**src/rtl/mem_arb_pkg.sv**
```systemverilog
// Shared types for the two-port SRAM arbiter: port identities and lock FSM states.
package mem_arb_pkg;

  typedef enum logic {
    OWN_I = 1'b0,
    OWN_D = 1'b1
  } owner_e;

  typedef enum logic {
    ST_IDLE = 1'b0,
    ST_LOCK = 1'b1
  } state_e;

endpackage

```
**src/rtl/mem_arbiter_rr_arb2.sv**
```systemverilog
// Two-way round-robin picker: bit 0 is the instruction port, bit 1 the data port.
module rr_arb2
  import mem_arb_pkg::*;
(
  input  logic [1:0] req_i,
  input  logic       last_i,
  output logic [1:0] gnt_o
);

  always_comb begin
    gnt_o = req_i;
    // On conflict the port that did not win most recently goes first.
    if (req_i == 2'b11) begin
      gnt_o = (last_i == OWN_D) ? 2'b01 : 2'b10;
    end
  end

endmodule

```
**src/rtl/mem_arbiter.sv**
```systemverilog
// Arbitrates an instruction read port and a data read/write port onto one single-port SRAM,
// with a bounded data-port lock for read-modify-write sequences.
module mem_arbiter
  import mem_arb_pkg::*;
#(
  parameter int unsigned LOCK_MAX = 8,
  parameter int unsigned ADDR_W   = 16
) (
  input  logic              clk,
  input  logic              rst,
  input  logic              i_req,
  input  logic [ADDR_W-1:0] i_addr,
  output logic              i_gnt,
  output logic              i_rvalid,
  output logic [31:0]       i_rdata,
  input  logic              d_req,
  input  logic              d_we,
  input  logic [31:0]       d_bweb,
  input  logic [ADDR_W-1:0] d_addr,
  input  logic [31:0]       d_wdata,
  input  logic              d_lock,
  output logic              d_gnt,
  output logic              d_rvalid,
  output logic [31:0]       d_rdata,
  output logic              sram_ceb,
  output logic              sram_web,
  output logic [31:0]       sram_bweb,
  output logic [ADDR_W-3:0] sram_a,
  output logic [31:0]       sram_di,
  input  logic [31:0]       sram_do
);

  localparam int unsigned CntW = (LOCK_MAX > 1) ? $clog2(LOCK_MAX) : 1;

  state_e          state_q, state_d, state_eff;
  owner_e          last_q, last_d;
  owner_e          rsp_own_q, rsp_own_d;
  logic            rsp_vld_q, rsp_vld_d;
  logic [CntW-1:0] cnt_q, cnt_d;
  logic [1:0]      rr_gnt;
  logic            lock_done;
  logic            addr_lsb_unused;

  assign addr_lsb_unused = ^{i_addr[1:0], d_addr[1:0]};

  rr_arb2 u_rr_arb2 (
    .req_i  ({d_req, i_req}),
    .last_i (last_q),
    .gnt_o  (rr_gnt)
  );

  assign lock_done = (cnt_q == CntW'(LOCK_MAX - 1));

  always_comb begin
    // While reset is asserted the grant logic behaves as if idle.
    state_eff = rst ? state_q : ST_IDLE;
    state_d   = state_eff;
    last_d    = last_q;
    cnt_d     = cnt_q;
    i_gnt     = 1'b0;
    d_gnt     = 1'b0;
    unique case (state_eff)
      ST_IDLE: begin
        i_gnt = rr_gnt[0];
        d_gnt = rr_gnt[1];
        if (d_gnt && d_lock) begin
          state_d = ST_LOCK;
          cnt_d   = '0;
        end
      end
      ST_LOCK: begin
        d_gnt = d_req;
        cnt_d = cnt_q + CntW'(1);
        if (lock_done || (d_gnt && !d_lock)) begin
          state_d = ST_IDLE;
        end
      end
    endcase
    if (i_gnt) begin
      last_d = OWN_I;
    end else if (d_gnt) begin
      last_d = OWN_D;
    end
    // A forced release hands priority to the instruction port.
    if (state_eff == ST_LOCK && lock_done) begin
      last_d = OWN_D;
    end
    rsp_vld_d = i_gnt | (d_gnt & ~d_we);
    rsp_own_d = i_gnt ? OWN_I : OWN_D;
  end

  always_comb begin
    sram_ceb  = 1'b1;
    sram_web  = 1'b1;
    sram_bweb = '1;
    sram_a    = '0;
    sram_di   = '0;
    if (i_gnt) begin
      sram_ceb = 1'b0;
      sram_a   = i_addr[ADDR_W-1:2];
    end else if (d_gnt) begin
      sram_ceb  = 1'b0;
      sram_web  = ~d_we;
      sram_bweb = d_we ? d_bweb : '1;
      sram_a    = d_addr[ADDR_W-1:2];
      sram_di   = d_wdata;
    end
  end

  always_ff @(posedge clk) begin
    if (!rst) begin
      state_q   <= ST_IDLE;
      last_q    <= OWN_D;
      cnt_q     <= '0;
      rsp_vld_q <= 1'b0;
      rsp_own_q <= OWN_I;
    end else begin
      state_q   <= state_d;
      last_q    <= last_d;
      cnt_q     <= cnt_d;
      rsp_vld_q <= rsp_vld_d;
      rsp_own_q <= rsp_own_d;
    end
  end

  assign i_rvalid = rsp_vld_q & (rsp_own_q == OWN_I);
  assign d_rvalid = rsp_vld_q & (rsp_own_q == OWN_D);
  assign i_rdata  = sram_do;
  assign d_rdata  = sram_do;

endmodule

```
**config.mk**
```make
export PLATFORM = sky130hd
export DESIGN_NAME = mem_arbiter
export DESIGN_NICKNAME = d
export VERILOG_FILES = /design/src/rtl/mem_arb_pkg.sv /design/src/rtl/mem_arbiter_rr_arb2.sv /design/src/rtl/mem_arbiter.sv
export SDC_FILE = /design/constraint.sdc
export NUM_CORES = 1
export LEC_CHECK = 0
export ABC_CLOCK_PERIOD_IN_PS = 2000
export CORE_AREA = 2 2 108 110
export CTS_CLUSTER_DIAMETER = 30
export DETAILED_ROUTE_END_ITERATION = 16
export DIE_AREA = 0 0 110 112
export GPL_TIMING_DRIVEN = 0
export HOLD_SLACK_MARGIN = 0.05
export SYNTH_ARGS = -nofsm -noshare
export SYNTH_HDL_FRONTEND = slang
export SYNTH_SLANG_ARGS = --single-unit
```
**constraint.sdc**
```tcl
create_clock -name clk -period 2 [get_ports clk]
set_clock_uncertainty 0.2 [all_clocks]
set_input_delay 0.4 -clock clk [delete_from_list [all_inputs] [get_ports clk]]
set_output_delay 0.4 -clock clk [all_outputs]
set_load 0.05 [all_outputs]
```
Word level (Yosys, flattened, before mapping)
Cells that the tools add are included.
W data, S select, Z words.

operators by class
  bitwise operators = 8
  $add $sub $neg = 1
  reduce and logical (&&, ||, !) cells = 7
  eq/ne operators = 3
  multiplexer cells = 24

operators with widths
  operator               count
  $mux W32               5
  $mux W14               2
  $mux W1                11
  $pmux W3 S2            1
  $mux W2                2
  $not A1 Y1             4
  $pmux W1 S2            2
  $add A3 B1 Y3 const B  1
  $and A1 B1 Y1          3
  $eq A3 B3 Y1 const B   1
  $logic_and A1 B1 Y1    3
  $mux W3                1
  $eq A2 B2 Y1 const B   1
  $ne A2 B2 Y1 const B   1
  $reduce_bool A2 Y1     1
  $reduce_or A2 Y1       1
  $logic_not A1 Y1       1
  $logic_or A1 B1 Y1     1
  $or A1 B1 Y1           1

storage, ports and cells
  flip-flop bits (word level) = 7
  output and inout port bits = 148

Longest topological paths before layout
  depth in word-level cells = 5
  depth in mapped cells = 6
  mapped depth without buffers = 4

Hierarchy
Synthesis repeated with hierarchy kept, for this count alone.

unflattened totals
  cell total of the unflattened synthesis = 201
  area, all modules = 1,517.7 um^2

by module, submodules not included
  module       area an instance (um^2)  cells each  times used  sequential area each (um^2)
  mem_arbiter  1,498.9                  198         1           140.1
  rr_arb2      18.8                     3           1           0.0

Worst setup path before layout
Ideal clock, no wire load.

  path kind = in2out
  from = in d_req
  to = out sram_a[10]
  buffers on the path = 3
  arrival = 1.551 ns
  stages on the path = 6
  path slack = -0.151 ns
  path through = buf_4 -> nand2b_1 -> and3_4 -> buf_6 -> buf_6 -> a22o_1

between the ends
  elaborated cells on any way between the ends = 6
  classes of those cells = 1 x eq/ne; 5 x mux

RTL lines
  what             line                       RTL
  start, declared  mem_arbiter.sv:16          input logic d_req,
  $eq A2 B2 Y1     mem_arbiter_rr_arb2.sv:13  if (req_i == 2'b11) begin
  $mux W2          mem_arbiter_rr_arb2.sv:13
  $mux W1          mem_arbiter.sv:62          unique case (state_eff)
  via i_gnt        mem_arbiter.sv:13          output logic i_gnt,
  $mux W14         mem_arbiter.sv:98          if (i_gnt) begin
  end, declared    mem_arbiter.sv:28          output logic [ADDR_W-3:0] sram_a,

The timed path passes the listed nets, and every way through them passes these cells.

Final worst setup path
  from = reg state_q
  to = out sram_bweb[12]

between the ends
  longest elaborated chain between the ends = 5
  elaborated cells on any way between the ends = 6
  classes of those cells = 5 x mux; 1 x bitwise

RTL lines
  what                    line                RTL
  start, declared         mem_arbiter.sv:35   state_e state_q, state_d, state_eff;
  start signal, assigned  mem_arbiter.sv:118  state_q <= state_d;
  $mux W1 (*)             mem_arbiter.sv:56   state_eff = rst ? state_q : ST_IDLE;
  $not A1 Y1              n/a
  $pmux W1 S2             mem_arbiter.sv:62
  $mux W32                mem_arbiter.sv:101  end else if (d_gnt) begin
  $mux W32 (*)            mem_arbiter.sv:98
  end, declared           mem_arbiter.sv:27   output logic [31:0] sram_bweb,

Every way passes the cells marked *; elsewhere a longest branch is shown, timed or not.

==> results_dict.tcl <==
set metrics [dict create \
    status "finished, violations left" \
    violations "negative setup slack" \
    synth_top_area_share_pct 34.26 \
    yosysTopAreaCell "buf_4" \
    grt_max_degree 11 \
    slew_headroom_pct 62.27 \
    timing.final.ws_setup_ps -168.9 \
    start_util_pct 12.94 \
    cp.arrival_ps 1570 \
    antenna_found_initial 0 \
    finalCritPeriodShare_pct 108.4 \
    final_cell_mix "157 x clkdlybuf4s50_1, 71 x buf_4, 47 x buf_8, 44 x buf_6, 24 x and2_4" \
    tns_ps -5974 \
    yosys_register_bits 7 \
    clk_transition_reported_paths_ps 40 \
    port_buffers 244 \
    ys_seq_area_share_pct 9.689 \
    ir_drop_mv 0.2999 \
    tightest_slew_ps 568.3 \
    crit_path_start_kind "flop" \
    num_rows 39 \
    synth_area_um2 1446 \
    rsz0062_at_grt "yes" \
    finalHoldViolations 0 \
    drive_above_1_share_pct 56.54 \
    die_w_um 110 \
    hold_path_class "primary input to flop" \
    ant_nets 0 \
    area_growth_pct 233.1 \
    grt_first_pass_wirelength_mm 11.01 \
    hold_buffers 0 \
    nFillCells 1088 \
    dpl-instance-area_um2 4121 \
    fmax_mhz 461.1 \
    core_area_um2 11170 \
    cts_root_buf "clkbuf_16" \
    die_area_um2 12320 \
    routed_wirelength_mm 7.852 \
    setup_viol_count_final 74 \
    timing.hold.ws_ps 225.0 \
    viasPerCell 3.751 \
    synth_area_leaders "buf_4 34%, and2_1 14%, or2_2 12%" \
    multiInputGateArea_um2 943.4 \
    worstSetupPathType "flop to output pin" \
    synthDistinctLibCells 28 \
    layout_commonest_cell "clkdlybuf4s50_1" \
    dr.first_iter.drc_count 42 \
    clock_latency_ps 230 \
    syn-num-nets 325 \
    htreeDepth 1 \
    num_vias 2228 \
    path_max_fanout 8 \
    clock_path_buffers 2 \
    die_y_um 112 \
    regArea_um2 147.6 \
    grt_usage_pct 11.14 \
    grt-ovfl-total 0 \
    cp.required_ps 1400 \
    power_density_nw_per_um2 428.4 \
    drc 0 \
    grt_pass1_vias 2299 \
    numCtsBuffers 3 \
    period_needed_ps 2169 \
    maxSlewViolCount 0 \
    n_antenna_cell 0 \
    num-nets-final 588 \
    max_cap_violations 0 \
    stdcell_area_um2 4818 \
    clock_sinks 7 \
    synthCells 189 \
    drtPass1Iterations 4 \
    wl_per_cell_um 13.22 \
    routabilityCongestion 0.7946 \
    dp_hpwl_mm 6.189 \
    ys.warnings.count 0 \
    p_leak_nw 2.158 \
    synth.avg_cell_area_um2 7.653 \
    io_pins 282 \
    cts_tree "done" \
    end_kind "output pin" \
]
cells in the mapped netlist:
cell,n
o211ai_4,1
and2_1,33
nand2b_1,1
buf_2,2
ha_1,2
o21ai_0,4
buf_4,66
buf_6,5
nand3_1,2
or2_1,4
nand2_2,1
a32o_1,2
or2_2,28
inv_1,1
nand4_1,1
dfxtp_1,7
a21oi_1,1
a211oi_1,1
a31o_2,1
and3_4,1
and2_4,1
a22o_1,14
nor2_1,1
nor2b_1,3
a31oi_1,1
nand2_1,2
and3b_1,1
clkbuf_2,2
cell type report:
cell class	count	area share, %
clock buffers	4	1.636
multi-input cells	106	19.58
inverters	1	0.07790
repair buffers	259	59.44
plain buffers	74	12.49
well taps	143	3.713
flip-flops and latches	7	3.064
layer usage:
| layer | GRT usage, % | vias up | share of wire (%) |
|---|---|---|---|
| met1 | 10.70 | 1007 | 31 |
| met5 | 0 | - | 0 |
| met2 | 22.41 | 139 | 57 |
| met3 | 3.513 | 9 | 11 |
| li1 | - | 1073 | - |
| met4 | 2.194 | 0 | 0.89 |
where the power goes:
part | internal, mW | leakage [nW] | total, mW | switching (mW)
Sequential | 0.148 | 0.0583 | 0.157 | 0.00853
Clock | 0.265 | 0.0382 | 0.341 | 0.0762
Combinational | 0.741 | 2.06 | 1.57 | 0.825
timing repair:
item / CTS / global route
pin swaps: 27 / 9
cloned: 6 / 2
endpoints found under the setup margin: 84 / 80
resized for setup: 673 / 27
setup buffers: 9 / 4
flip-flops by register name (all words and copies together), names as in the netlist:
signal     flops
rsp_own_q      1
last_q         1
rsp_vld_q      1
cnt_q          3
state_q        1
worst paths after layout:
check,to,cells after the start,start,slack [ps]
worst max-delay path,sram_bweb[12],6,state_q$_SDFF_PN0_,-170
worst min-delay path,last_q$_SDFFE_PP1P_,2,rst,220
worst max register to register,last_q$_SDFFE_PP1P_,4,cnt_q[0]$_SDFFE_PN0P_,640
worst min register to register,cnt_q[1]$_SDFFE_PN0P_,1,cnt_q[1]$_SDFFE_PN0P_,300
kinds of logic after synthesis:
family | Yosys count | share of synthesized area [%]
compound gates | 25 | 14.62
fa+ha+maj | 2 | 1.730
buf+inv | 76 | 39.79
flops | 7 | 9.688
simple gates | 79 | 34.17
worst max-delay path, cell delays in order, from the launching register on:
cell	delay, ps
dfxtp_4	370
and2_4	160
o211ai_4	80
buf_12	150
clkbuf_4	140
or2_2	290
buf_8	160
stage by stage:
step	utilization (%)	setup slack, ps	power (mW)	std cells
6_report	43.12	-168.9	2.064	594
5_1_grt	43.12	-216.1	2.141	594
4_1_cts	41.52	-165.9	2.011	589
3_5_place_dp	36.88	-1321	1.521	576
3_3_place_gp	36.88	-1322	1.515	576
2_1_floorplan	-	-28.76	1.003	189
(Power assumes the default switching activity.)
